[config.mk]
export PLATFORM = sky130hd
export DESIGN_NAME = perf_sample_unit
export DESIGN_NICKNAME = d
export VERILOG_FILES = /design/src/rtl/perf_sample_unit.sv
export SDC_FILE = /design/constraint.sdc
export NUM_CORES = 1
export LEC_CHECK = 0
export CORE_MARGIN = 5
export CORE_UTILIZATION = 45
export DETAILED_ROUTE_END_ITERATION = 7
export PLACE_DENSITY = 0.69
export SLEW_MARGIN = 10
export SYNTH_ARGS = -nofsm -noshare
export SYNTH_HDL_FRONTEND = slang
export SYNTH_SLANG_ARGS = --single-unit
[constraint.sdc]
create_clock -name clk_i -period 11.3 [get_ports clk_i]
set_input_delay 2.26 -clock clk_i [delete_from_list [all_inputs] [get_ports clk_i]]
set_output_delay 2.26 -clock clk_i [all_outputs]
set_load 0.03 [all_outputs]
[src/rtl/perf_sample_unit.sv]
// Periodic sampler for the performance-counter array. Every interval it walks the
// counter port, captures the enabled counters and queues them for a stream sink.
module perf_sample_unit #(
  parameter int unsigned NrCounters    = 16,
  parameter int unsigned FifoDepth     = 8,
  parameter int unsigned XLEN          = 64,
  parameter int unsigned IntervalWidth = 32
) (
  input  logic                     clk_i,
  input  logic                     rst_ni,
  input  logic                     debug_mode_i,
  input  logic                     cfg_en_i,
  input  logic [IntervalWidth-1:0] cfg_interval_i,
  input  logic [NrCounters-1:0]    cfg_mask_i,
  input  logic                     csr_req_i,
  output logic                     pc_req_o,
  output logic [4:0]               pc_addr_o,
  input  logic [XLEN-1:0]          pc_data_i,
  output logic                     smp_valid_o,
  input  logic                     smp_ready_i,
  output logic [XLEN-1:0]          smp_data_o,
  output logic [4:0]               smp_idx_o,
  output logic [15:0]              smp_seq_o,
  output logic                     smp_last_o,
  output logic                     overflow_o,
  output logic [15:0]              drop_cnt_o,
  input  logic                     ovf_clr_i,
  output logic                     busy_o
);

  localparam int unsigned IdxW = (NrCounters > 1) ? $clog2(NrCounters) : 1;
  localparam int unsigned PtrW = $clog2(FifoDepth);
  localparam int unsigned CntW = PtrW + 1;

  typedef enum logic [1:0] {StIdle, StWait, StScan} state_e;

  state_e                   state_q, state_d;
  logic [IntervalWidth-1:0] timer_q, timer_d;
  logic [4:0]               idx_q, idx_d;
  logic [15:0]              seq_q, seq_d;
  logic [NrCounters-1:0]    mask_q, mask_d;
  logic                     pend_q, pend_d;
  logic                     ovf_q, ovf_d;
  logic [15:0]              drop_q, drop_d;

  logic [PtrW-1:0]          wr_ptr_q, rd_ptr_q;
  logic [CntW-1:0]          cnt_q;
  logic [XLEN-1:0]          data_mem [FifoDepth];
  logic [4:0]               idx_mem  [FifoDepth];
  logic [15:0]              seq_mem  [FifoDepth];
  logic                     last_mem [FifoDepth];

  logic                     tick;
  logic                     timer_hit;
  logic                     exp_now;
  logic [IntervalWidth-1:0] interval_m1;
  logic [IdxW-1:0]          idx_sel;
  logic                     pc_req;
  logic                     push;
  logic                     last;
  logic                     full;
  logic                     pop;
  logic                     do_push;
  logic                     drop;

  // An interval of 0 behaves like 1 (scan every cycle it can).
  assign interval_m1 = (cfg_interval_i == '0) ? '0 : cfg_interval_i - IntervalWidth'(1);
  assign timer_hit   = (timer_q == interval_m1);
  assign tick        = ~debug_mode_i;
  assign idx_sel     = idx_q[IdxW-1:0];

  // Current sample is the last of its scan when no higher mask bit is set.
  always_comb begin
    last = 1'b1;
    for (int unsigned i = 0; i < NrCounters; i++) begin
      if (mask_q[i] && (i > 32'(idx_q))) last = 1'b0;
    end
  end

  // Scan FSM next-state, interval timer and counter-port request.
  always_comb begin
    state_d = state_q;
    timer_d = timer_q;
    idx_d   = idx_q;
    seq_d   = seq_q;
    mask_d  = mask_q;
    pend_d  = pend_q;
    pc_req  = 1'b0;
    push    = 1'b0;
    exp_now = 1'b0;
    if (!cfg_en_i) begin
      // Disable wins from any state; a partial scan is simply abandoned.
      state_d = StIdle;
      pend_d  = 1'b0;
    end else begin
      unique case (state_q)
        StIdle: begin
          state_d = StWait;
          timer_d = '0;
        end
        StWait: begin
          if (tick) begin
            if (timer_hit) begin
              state_d = StScan;
              timer_d = '0;
              idx_d   = '0;
              mask_d  = cfg_mask_i;
            end else begin
              timer_d = timer_q + IntervalWidth'(1);
            end
          end
        end
        StScan: begin
          // Timer keeps running so intervals are measured start-to-start.
          exp_now = tick & timer_hit;
          if (tick) timer_d = timer_hit ? '0 : timer_q + IntervalWidth'(1);
          if (exp_now) pend_d = 1'b1;
          if (!csr_req_i) begin
            if (mask_q[idx_sel]) begin
              pc_req = 1'b1;
              push   = 1'b1;
            end
            idx_d = idx_q + 5'd1;
            if (idx_q == 5'(NrCounters - 1)) begin
              seq_d = seq_q + 16'd1;
              if (pend_q || exp_now) begin
                // Expiry seen during this scan: start the next one straight away.
                idx_d  = '0;
                mask_d = cfg_mask_i;
                pend_d = 1'b0;
              end else begin
                state_d = StWait;
              end
            end
          end
        end
        default: state_d = StIdle;
      endcase
    end
  end

  // FSM and scan bookkeeping registers.
  always_ff @(posedge clk_i or negedge rst_ni) begin
    if (!rst_ni) begin
      state_q <= StIdle;
      timer_q <= '0;
      idx_q   <= '0;
      seq_q   <= '0;
      mask_q  <= '0;
      pend_q  <= 1'b0;
    end else begin
      state_q <= state_d;
      timer_q <= timer_d;
      idx_q   <= idx_d;
      seq_q   <= seq_d;
      mask_q  <= mask_d;
      pend_q  <= pend_d;
    end
  end

  // Full is judged before the same-cycle pop, so a push into a full FIFO drops.
  assign full    = (cnt_q == CntW'(FifoDepth));
  assign pop     = smp_valid_o & smp_ready_i;
  assign do_push = push & ~full;
  assign drop    = push & full;

  // Overflow flag and saturating drop counter; a same-cycle drop beats the clear.
  always_comb begin
    ovf_d  = ovf_q;
    drop_d = drop_q;
    if (ovf_clr_i) begin
      ovf_d  = 1'b0;
      drop_d = '0;
    end
    if (drop) begin
      ovf_d = 1'b1;
      if (drop_d != 16'hFFFF) drop_d = drop_d + 16'd1;
    end
  end

  // FIFO pointers, occupancy and overflow state.
  always_ff @(posedge clk_i or negedge rst_ni) begin
    if (!rst_ni) begin
      wr_ptr_q <= '0;
      rd_ptr_q <= '0;
      cnt_q    <= '0;
      ovf_q    <= 1'b0;
      drop_q   <= '0;
    end else begin
      ovf_q  <= ovf_d;
      drop_q <= drop_d;
      if (do_push) wr_ptr_q <= wr_ptr_q + PtrW'(1);
      if (pop)     rd_ptr_q <= rd_ptr_q + PtrW'(1);
      if (do_push && !pop) begin
        cnt_q <= cnt_q + CntW'(1);
      end else if (pop && !do_push) begin
        cnt_q <= cnt_q - CntW'(1);
      end
    end
  end

  // FIFO storage; contents are only visible through the valid-gated outputs.
  always_ff @(posedge clk_i) begin
    if (do_push) begin
      data_mem[wr_ptr_q] <= pc_data_i;
      idx_mem[wr_ptr_q]  <= idx_q;
      seq_mem[wr_ptr_q]  <= seq_q;
      last_mem[wr_ptr_q] <= last;
    end
  end

  assign pc_req_o    = pc_req;
  assign pc_addr_o   = pc_req ? idx_q : 5'd0;
  assign busy_o      = (state_q == StScan);
  assign smp_valid_o = (cnt_q != '0);
  assign smp_data_o  = smp_valid_o ? data_mem[rd_ptr_q] : '0;
  assign smp_idx_o   = smp_valid_o ? idx_mem[rd_ptr_q] : '0;
  assign smp_seq_o   = smp_valid_o ? seq_mem[rd_ptr_q] : '0;
  assign smp_last_o  = smp_valid_o & last_mem[rd_ptr_q];
  assign overflow_o  = ovf_q;
  assign drop_cnt_o  = drop_q;

endmodule

Yosys cells after proc, flatten, opt, wreduce, memory -nomap -nowiden --
Memory sizes are Yosys's and may differ from the RTL's. Index checks and enable logic that the tools add are counted. Widths: inputs -> output; s select.
Storage, ports and cells: register bits after elaboration 99, bits in writable memories 688, output and inout bits 111, word-level logic and storage cells 162, memories kept 4
Operators by class: add/sub/neg operators 9, order comparisons 16, equality and inequality tests 18, mux-type cells 63, bitwise logic cells 8, reduce and logical (&&, ||, !) cells 33
Memories:
- data_mem | words 8, width 64, rd ports 1, clocked after memory_dff 0, write ports 1, line 48 | logic [XLEN-1:0] data_mem [FifoDepth];
- seq_mem | words 8, width 16, rd ports 1, clocked after memory_dff 0, write ports 1, line 50 | logic [15:0] seq_mem [FifoDepth];
- idx_mem | words 8, width 5, rd ports 1, clocked after memory_dff 0, write ports 1, line 49 | logic [4:0] idx_mem [FifoDepth];
- last_mem | words 8, width 1, rd ports 1, clocked after memory_dff 0, write ports 1, line 51 | logic last_mem [FifoDepth];
Operators by type and width (count):
- $mux 16 | 9
- $mux 32 | 3
- $mux 64 | 1
- $pmux 32 s2 | 1
- $gt 4x5->1 const A | 8
- $mux 5 | 7
- $add 16x1->16 const B | 2
- $add 32x1->32 const B | 1
- $eq 32x32->1 | 1
- $logic_not 32->1 | 1
- $pmux 16 s2 | 1
- $sub 32x1->32 const B | 1
- $mux 1 | 30
- $gt 3x5->1 const A | 4
- $logic_and 1x1->1 | 17
- $ne 16x16->1 const B | 1
- $mux 2 | 6
- $ne 3x3->1 const B | 4
- $gt 2x5->1 const A | 2
- $pmux 5 s2 | 1
- $reduce_and 5->1 | 2
- $mux 4 | 2
- $ne 2x2->1 const B | 4
- $reduce_bool 2->1 | 4
- 24 further kinds | 34

Logic depth before layout (Yosys ltp) --
Gate-level depths: netlist of run 1.
word-level depth 17, mapped depth 16

Worst setup path before layout of run 1 --
Ideal clock, no wire load.
path kind in2reg, from input port csr_req_i, to memory data_mem[2][0] (enable), data arrival time 10.116 ns, data required time 10.646 ns, setup slack 0.530 ns, stages 7, buffers on the path 1, path through nand3b_1 -> a21oi_1 -> a21boi_1 -> and2_1 -> clkbuf_1 -> nand2b_1 -> nor3b_1
Between the ends: longest elaborated chain between the ends 6
Ends and longest elaborated chain:
- start, declared | line 15 | input logic csr_req_i,
- $mux 1 (3 in series)
- named net pc_req_o | line 16 | output logic pc_req_o,
- $and 1x1->1 | line 164 | assign do_push = push & ~full;
- named net do_push | line 63 | logic do_push;
- $mux 1 | line 204 | if (do_push) begin
- $mux 1 (not written as such) | line 205 | data_mem[wr_ptr_q] <= pc_data_i;
- end, declared | line 48
The timed path passes the listed nets, and every way through them passes these cells.

Final worst setup path of run 1 --
from input port cfg_interval_i[4], to register timer_q[7]
Between the ends: longest elaborated chain between the ends 6
Ends and longest elaborated chain:
- start, declared | line 13 | input logic [IntervalWidth-1:0] cfg_interval_i,
- $sub 32x1->32 or $logic_not 32->1 (tied branches) | line 67 | assign interval_m1 = (cfg_interval_i == '0) ? '0 : cfg_interval_i - IntervalWidth'(1);
- $mux 32 * | line 67
- $eq 32x32->1 * | line 68 | assign timer_hit = (timer_q == interval_m1);
- $mux 32 * | line 103, 116
- $mux 32 * | line 116 | if (tick) timer_d = timer_hit ? '0 : timer_q + IntervalWidth'(1);
- $pmux 32 s2 * | line 96 | unique case (state_q)
- end signal, assigned | line 153 | timer_q <= timer_d;
- end, declared | line 38 | logic [IntervalWidth-1:0] timer_q, timer_d;
Mark *: on every way between the ends. The rest lies on a longest branch, timed or not. The select of a mux whose other input is x is not followed. A chain may end at the register's enable or synchronous reset.

==> impl_results.md, run 1 <==
* GRT Total Usage at 19.1%
* Row cnt at 100
* Sink Count at 787
* PwrDens at 223 nW/um^2
* Largest cells by area after synthesis: edfxtp_1, mux4_2, dfrtp_1, mux2i_1, nor2_1
* CTS max path bufs at 3
* First DRT Iteration DRCs at 1,447
* DR vias/cell at 5.87
* Worst-Margin Slew at 1.19 ns
* Global Route met2 Usage at 32.3%
* Core area at 74,600 sq um
* Ys async rst share at 12.6%
* Initial antenna violation count at 2
* CTS tree: yes
* Maximum VDD drop at 0.000224 V
* CTS H-Tree Depth at 3
* Crit. End Element: register
* Setup TNS at 0 ns
* Flops & latches, synth at 787
* Postcts setup bufs at 0
* Port Buf Inserts at 229
* Endpoints failing hold at 0
* Psw at 2.90 mW
* Max cap viols at 0
* Drt wl/cell at 23.6 um
* Worst slew margin at 20.5%
* EDFF count, synth at 688
* RSZ-0062 raised after global routing: no
* Logic pwr share at 32.7%
* Vias in the first global route at 20,200
* Synthesized area at 33,900 sq um
* Worst min-delay path class: reg2reg
* Register area share after synthesis at 68.2%
* WP buf/inv at 1
* Reg2Reg Setup Slack at 6.29 ns
* Post-synth cell types at 83
* Routed wire length at 78,200 um
* Post-route ant nets at 0
* Achievable Freq at 135 MHz
* Yosys top cell by area: edfxtp_1
* Synth Flop Type: edfxtp_1
* Mean Syn Cell Area at 16.5 sq um
* Largest delay contributor family on the critical path: simple AND/OR/NAND/NOR gates
* Skew-Pair Late Insertion Delay at 0.63 ns
* Crit-path cells: clkdlybuf4s50_1 -> nor3_1 -> nand4_1 -> and3_1 -> a2111oi_0 -> o2111ai_1 -> or4b_1 -> or4_4 -> o21bai_2 -> o21ai_0 -> a22o_1
* Post-CTS resize count at 0
* Internal power at 6.00 mW
* Met1 Use GR at 26.4%
* HPWL after DPL at 45,800 um
* CP max stage cell: o21bai_2
* Clock power share at 28.8%
* Share of layout cells above drive strength 1 at 15.5%
* Gp weighted congestion at 0.863
* Worst slack, placed at 3.44 ns
* Synth warnings at 0
* CTS clock-pin slew for the worst setup and hold paths at 0.06 ns
* Die W at 285 um
* Mapped Cells at 2,060
* I/O pin count at 230
* Global route hottest layer: met2
* Setup violators final at 0
* Nets at 2,410
* Post-layout minimum cycle time at 7.42 ns
* Via count at 19,400
* P&R area growth vs syn at 17.4%
* Filler instances at 5,902
* Crit path largest cell delay at 0.80 ns
* Post-route DRC at 0
* Router iterations before antenna repair at 8
* M3 GR Usage at 3.29%
* Fin Clk Skew at 0.0308 ns
* Kind of critical path: in2reg
* Syn nets at 2,196
* Post-synth top cells: edfxtp_1, mux4_2, nor2_1
* Clock tree root buffer cell: clkbuf_16
* Final WS setup at 3.88 ns
* Status: completed
* Seq pwr share at 38.4%
* Final Slew Violations at 0
* Count leader, synth: edfxtp_1
* Critical path arrival at 7.92 ns
* Pleak at 13.4 nW
* Peak fanout along the critical path at 24
* Largest net degree at the start of global routing at 126
* Initial Util at 45.5%
* Final Cycle Share at 65.7%
* Die ar. at 81,000 sq um
* Sw Ratio at 32.6%
* First-pass GRT wire length at 122,000 um
* CTS buffer count at 80
* Post-synth top area share at 60.9%
* GR Overflow Total at 0
* Startpoint types: primary input
* WP data required at 11.80 ns
* Chip Height at 285 um
* Cts hold-fix bufs at 0
## worst register-to-register path, delay by kind of cell, from the launching register on
kind	cells	cell delay, ns
buf+inv	3	1.66
simple gates	3	0.96
flops	1	0.89
compound gates	2	0.59
mux	2	0.47
## state kept, by name (all words and copies together) (netlist names)
register	cells
cnt_q	4
data_mem	512
drop_cnt_o	16
idx_mem	40
idx_q	5
last_mem	8
mask_q	16
overflow_o	1
pend_q	1
rd_ptr_q	3
seq_mem	128
seq_q	16
state_q	2
timer_q	32
wr_ptr_q	3
## through the flow
stage	utilization, %	hold slack, ns	total power [mW]	cell area (sq um)	cells
finish	53.4	0.487	8.90	39900	3308
global placement	50.0	0.473	6.41	37200	3161
global route	53.4	0.534	9.31	39900	3306
CTS	53.4	0.488	9.02	39900	3306
floorplan	-	0.457	5.36	33900	2060
detailed placement	50.0	0.475	6.44	37200	3161
## cells by family (layout without fill, tap and decap cells)
logic type	Yosys count	count (layout)	synth area share [%]
AOI/OAI and AO/OA	239	239	5.02
muxes	282	282	14.8
buffers and inverters	164	441	1.87
DFF	787	787	68.2
xor gates and xnor gates	60	60	1.59
adders and majority gates	17	17	0.649
other	0	2	0
and+or+nand+nor	511	511	7.89
## area by class of cell
type | count | area, sq um | area share (%)
Sequential cell | 787 | 23100 | 58.1
Antenna cell | 2 | 5.00 | 0.0126
Multi-Input combinational cell | 1109 | 10200 | 25.7
Tap cell | 969 | 1210 | 3.04
Clock inverter | 42 | 463 | 1.16
Inverter | 38 | 143 | 0.358
Timing Repair Buffer | 258 | 2520 | 6.32
Clock buffer | 103 | 2140 | 5.37
## placed cells by master, fill, tap and decap left out, types with 35 or more instances in the layout
master           netlist  final
a21oi_1               36     36
and3_1                35     35
clkbuf_16              0     80
clkdlybuf4s50_1        0    228
dfrtp_1               99     96
edfxtp_1             688    688
inv_1                 36     36
mux2i_1               99     99
mux4_2               176    176
nand2_1               95     95
nand3_1               46     46
nor2_1               135    133
nor3_1                37     35
xnor2_1               38     38
## power groups by stage
stage	sequential, mW	combinational (mW)	clock [mW]
floorplan	3.32	2.05	0
global placement	3.48	2.92	0
detailed placement	3.49	2.95	0
CTS	3.43	2.96	2.63
global route	3.44	3.11	2.76
finish	3.42	2.91	2.57
## per-layer routing
layer / vias to the layer above / share of wire (%)
li1: 8672 / -
met3: 85 / 5.8
met4: 4 / 1.3
met1: 10100 / 43
met2: 611 / 50
met5: - / 0.037
## worst paths after layout
path | start | end | depth (start not counted)
max in group asynchronous | rst_ni | rd_ptr_q[2] | 2
worst min-delay path | wr_ptr_q[2] | wr_ptr_q[2] | 1
worst max-delay path | cfg_interval_i[4] | timer_q[7] | 11
worst min register to register | wr_ptr_q[2] | wr_ptr_q[2] | 1
worst max register to register | idx_q[1] | data_mem[2][13] | 10
min in group asynchronous | rst_ni | drop_cnt_o[1] | 1
(Power assumes the default switching activity.)
==> run 2: changes to the inputs <==
==> constraint.sdc (replaced) <==
create_clock -name clk_i -period 7.3 [get_ports clk_i]
set_input_delay 1.46 -clock clk_i [delete_from_list [all_inputs] [get_ports clk_i]]
set_output_delay 1.46 -clock clk_i [all_outputs]
set_load 0.03 [all_outputs]
==> run 2 against run 1 <==
Compared with the run above: utilization rose by 0.27 points; critical path depth is 2 higher; total power increased by 54%; hold slack better by 0.018 ns; critical endpoint unchanged; largest power group unchanged.
==> impl_results.md, run 2 (synthesis gave the netlist of run 1 again) <==
* Status: completed
* Multi-input logic area at 10,200 sq um
* Sink Count at 787
* Final core utilization at 53.7%
* Largest regs: data_mem x512, seq_mem x128, idx_mem x40
* First-pass GRT wire length at 119,000 um
* Endpoints failing hold at 0
* Achievable Freq at 161 MHz
* Post-layout minimum cycle time at 6.21 ns
* Critical path arrival at 6.70 ns
* Nets at 2,419
* Drt wl/cell at 23.3 um
* CTS H-Tree Depth at 3
* Reg2reg end: seq_mem[6][3]
* Gp weighted congestion at 0.882
* Initial Util at 45.5%
* Post-route ant nets at 0
* Clock tree root buffer cell: clkbuf_16
* Worst slew margin at 26.1%
* Highest routed layer: met4
* CTS buffer count at 81
* Reg2Reg Setup Slack at 2.52 ns
* Total length of routed met3 wires at 4470 um
* Most frequent cells in the layout: edfxtp_1, clkdlybuf4s50_1, mux4_2, nor2_1, mux2i_1
* WHS Path Cells at 1
* P&R area growth vs syn at 18.0%
* Kind of critical path: in2reg
* Die W at 285 um
* Final WS setup at 1.09 ns
* Worst slack, placed at 0.537 ns
* Origin of the critical flop-to-flop path: idx_q[0]
* GR Overflow Total at 0
* Hold EP: wr_ptr_q[2]
* Skew-Pair Late Insertion Delay at 0.63 ns
* Commonest non-fill, non-tap cell in the layout: edfxtp_1
* HPWL after DPL at 45,200 um
* CTS max path bufs at 3
* Worst min-delay path class: reg2reg
* GRT Total Usage at 18.8%
* DR vias/cell at 5.86
* Sequential cell area at 23,100 sq um
* Largest net degree at the start of global routing at 122
* Max cap viols at 0
* M1 wire length at 32,500 um
* Maximum VDD drop at 0.000301 V
* Setup violators final at 0
* Startpoint types: primary input
* Pleak at 13.6 nW
* Min-delay src: wr_ptr_q[2]
* CTS tree: yes
* Setup TNS at 0 ns
* CTS clock-pin slew for the worst setup and hold paths at 0.06 ns
* Total design power at 13.7 mW
* Filler instances at 5,864
* Initial antenna violation count at 1
* Final Cycle Share at 85.0%
* Fin Clk Skew at 0.0251 ns
* Post-CTS resize count at 0
* Via count at 19,500
* Die ar. at 81,000 sq um
* Router iterations before antenna repair at 7
* Port Buf Inserts at 229
* First DRT Iteration DRCs at 1,655
* Routed wire length at 77,300 um
* Share of layout cells above drive strength 1 at 15.8%
* RSZ-0062 raised after global routing: no
* Chip Height at 285 um
* Worst-Margin Slew at 1.10 ns
* Row cnt at 100
* Crit. End Element: register
* Max reg flops at 512
* I/O pin count at 230
* Cts hold-fix bufs at 0
* Vias in the first global route at 20,200
* PwrDens at 342 nW/um^2
* WP data required at 7.79 ns
* Top reg by flops: data_mem
* Post-route DRC at 0
* Peak fanout along the critical path at 22
* Routed wl met2 at 39,100 um
* Final Slew Violations at 0
* FF-to-FF path depth at 8
* Core area at 74,600 sq um
* Postcts setup bufs at 0
* Worst Setup SP: cfg_interval_i[0]
run 2: cell type report:
type / count / share of cell area [%]
Sequential cell: 787 / 57.8
Multi-Input combinational cell: 1109 / 25.5
Timing Repair Buffer: 266 / 6.82
Clock buffer: 102 / 5.41
Tap cell: 969 / 3.03
Clock inverter: 48 / 1.05
Inverter: 38 / 0.356
Antenna cell: 2 / 0.0125
run 2: critical path, cell delays in order:
cell	delay, ns
clkdlybuf4s50_1	0.51
inv_1	0.10
ha_1	0.25
or3b_1	0.56
nor4_4	0.56
nand3_2	0.28
a211oi_1	0.36
o311ai_0	0.16
or4b_1	0.54
or4_4	0.71
o21bai_2	0.66
o21ai_0	0.26
a22o_1	0.28
run 2: how the worst max path moves through the flow:
stage               slack, ns        endpoint
finish                   1.09      timer_q[7]
global route             0.73      timer_q[7]
CTS                      1.19      timer_q[7]
detailed placement       0.54      timer_q[7]
global placement         0.75      timer_q[8]
floorplan               -2.67  data_mem[2][0]
run 2: routing by layer:
layer	up-vias	track usage [%]
li1	8709	-
met1	10100	25.1
met2	556	32.2
met3	90	3.44
met4	0	4.69
met5	-	0
run 2: per-stage QoR:
stage	hold slack [ns]	instance area [sq um]	instances
after floorplan	0.457	33900	2060
after global placement	0.483	37500	3168
after detailed placement	0.507	37500	3168
after CTS	0.518	40000	3318
after global routing	0.539	40000	3319
final	0.505	40100	3321
run 2: power by group:
part | switching (mW) | leakage, nW | internal [mW]
clock network | 1.70 | 1.27 | 2.27
logic | 2.43 | 4.73 | 2.03
registers | 0.264 | 7.62 | 4.98
total | 4.40 | 13.6 | 9.28
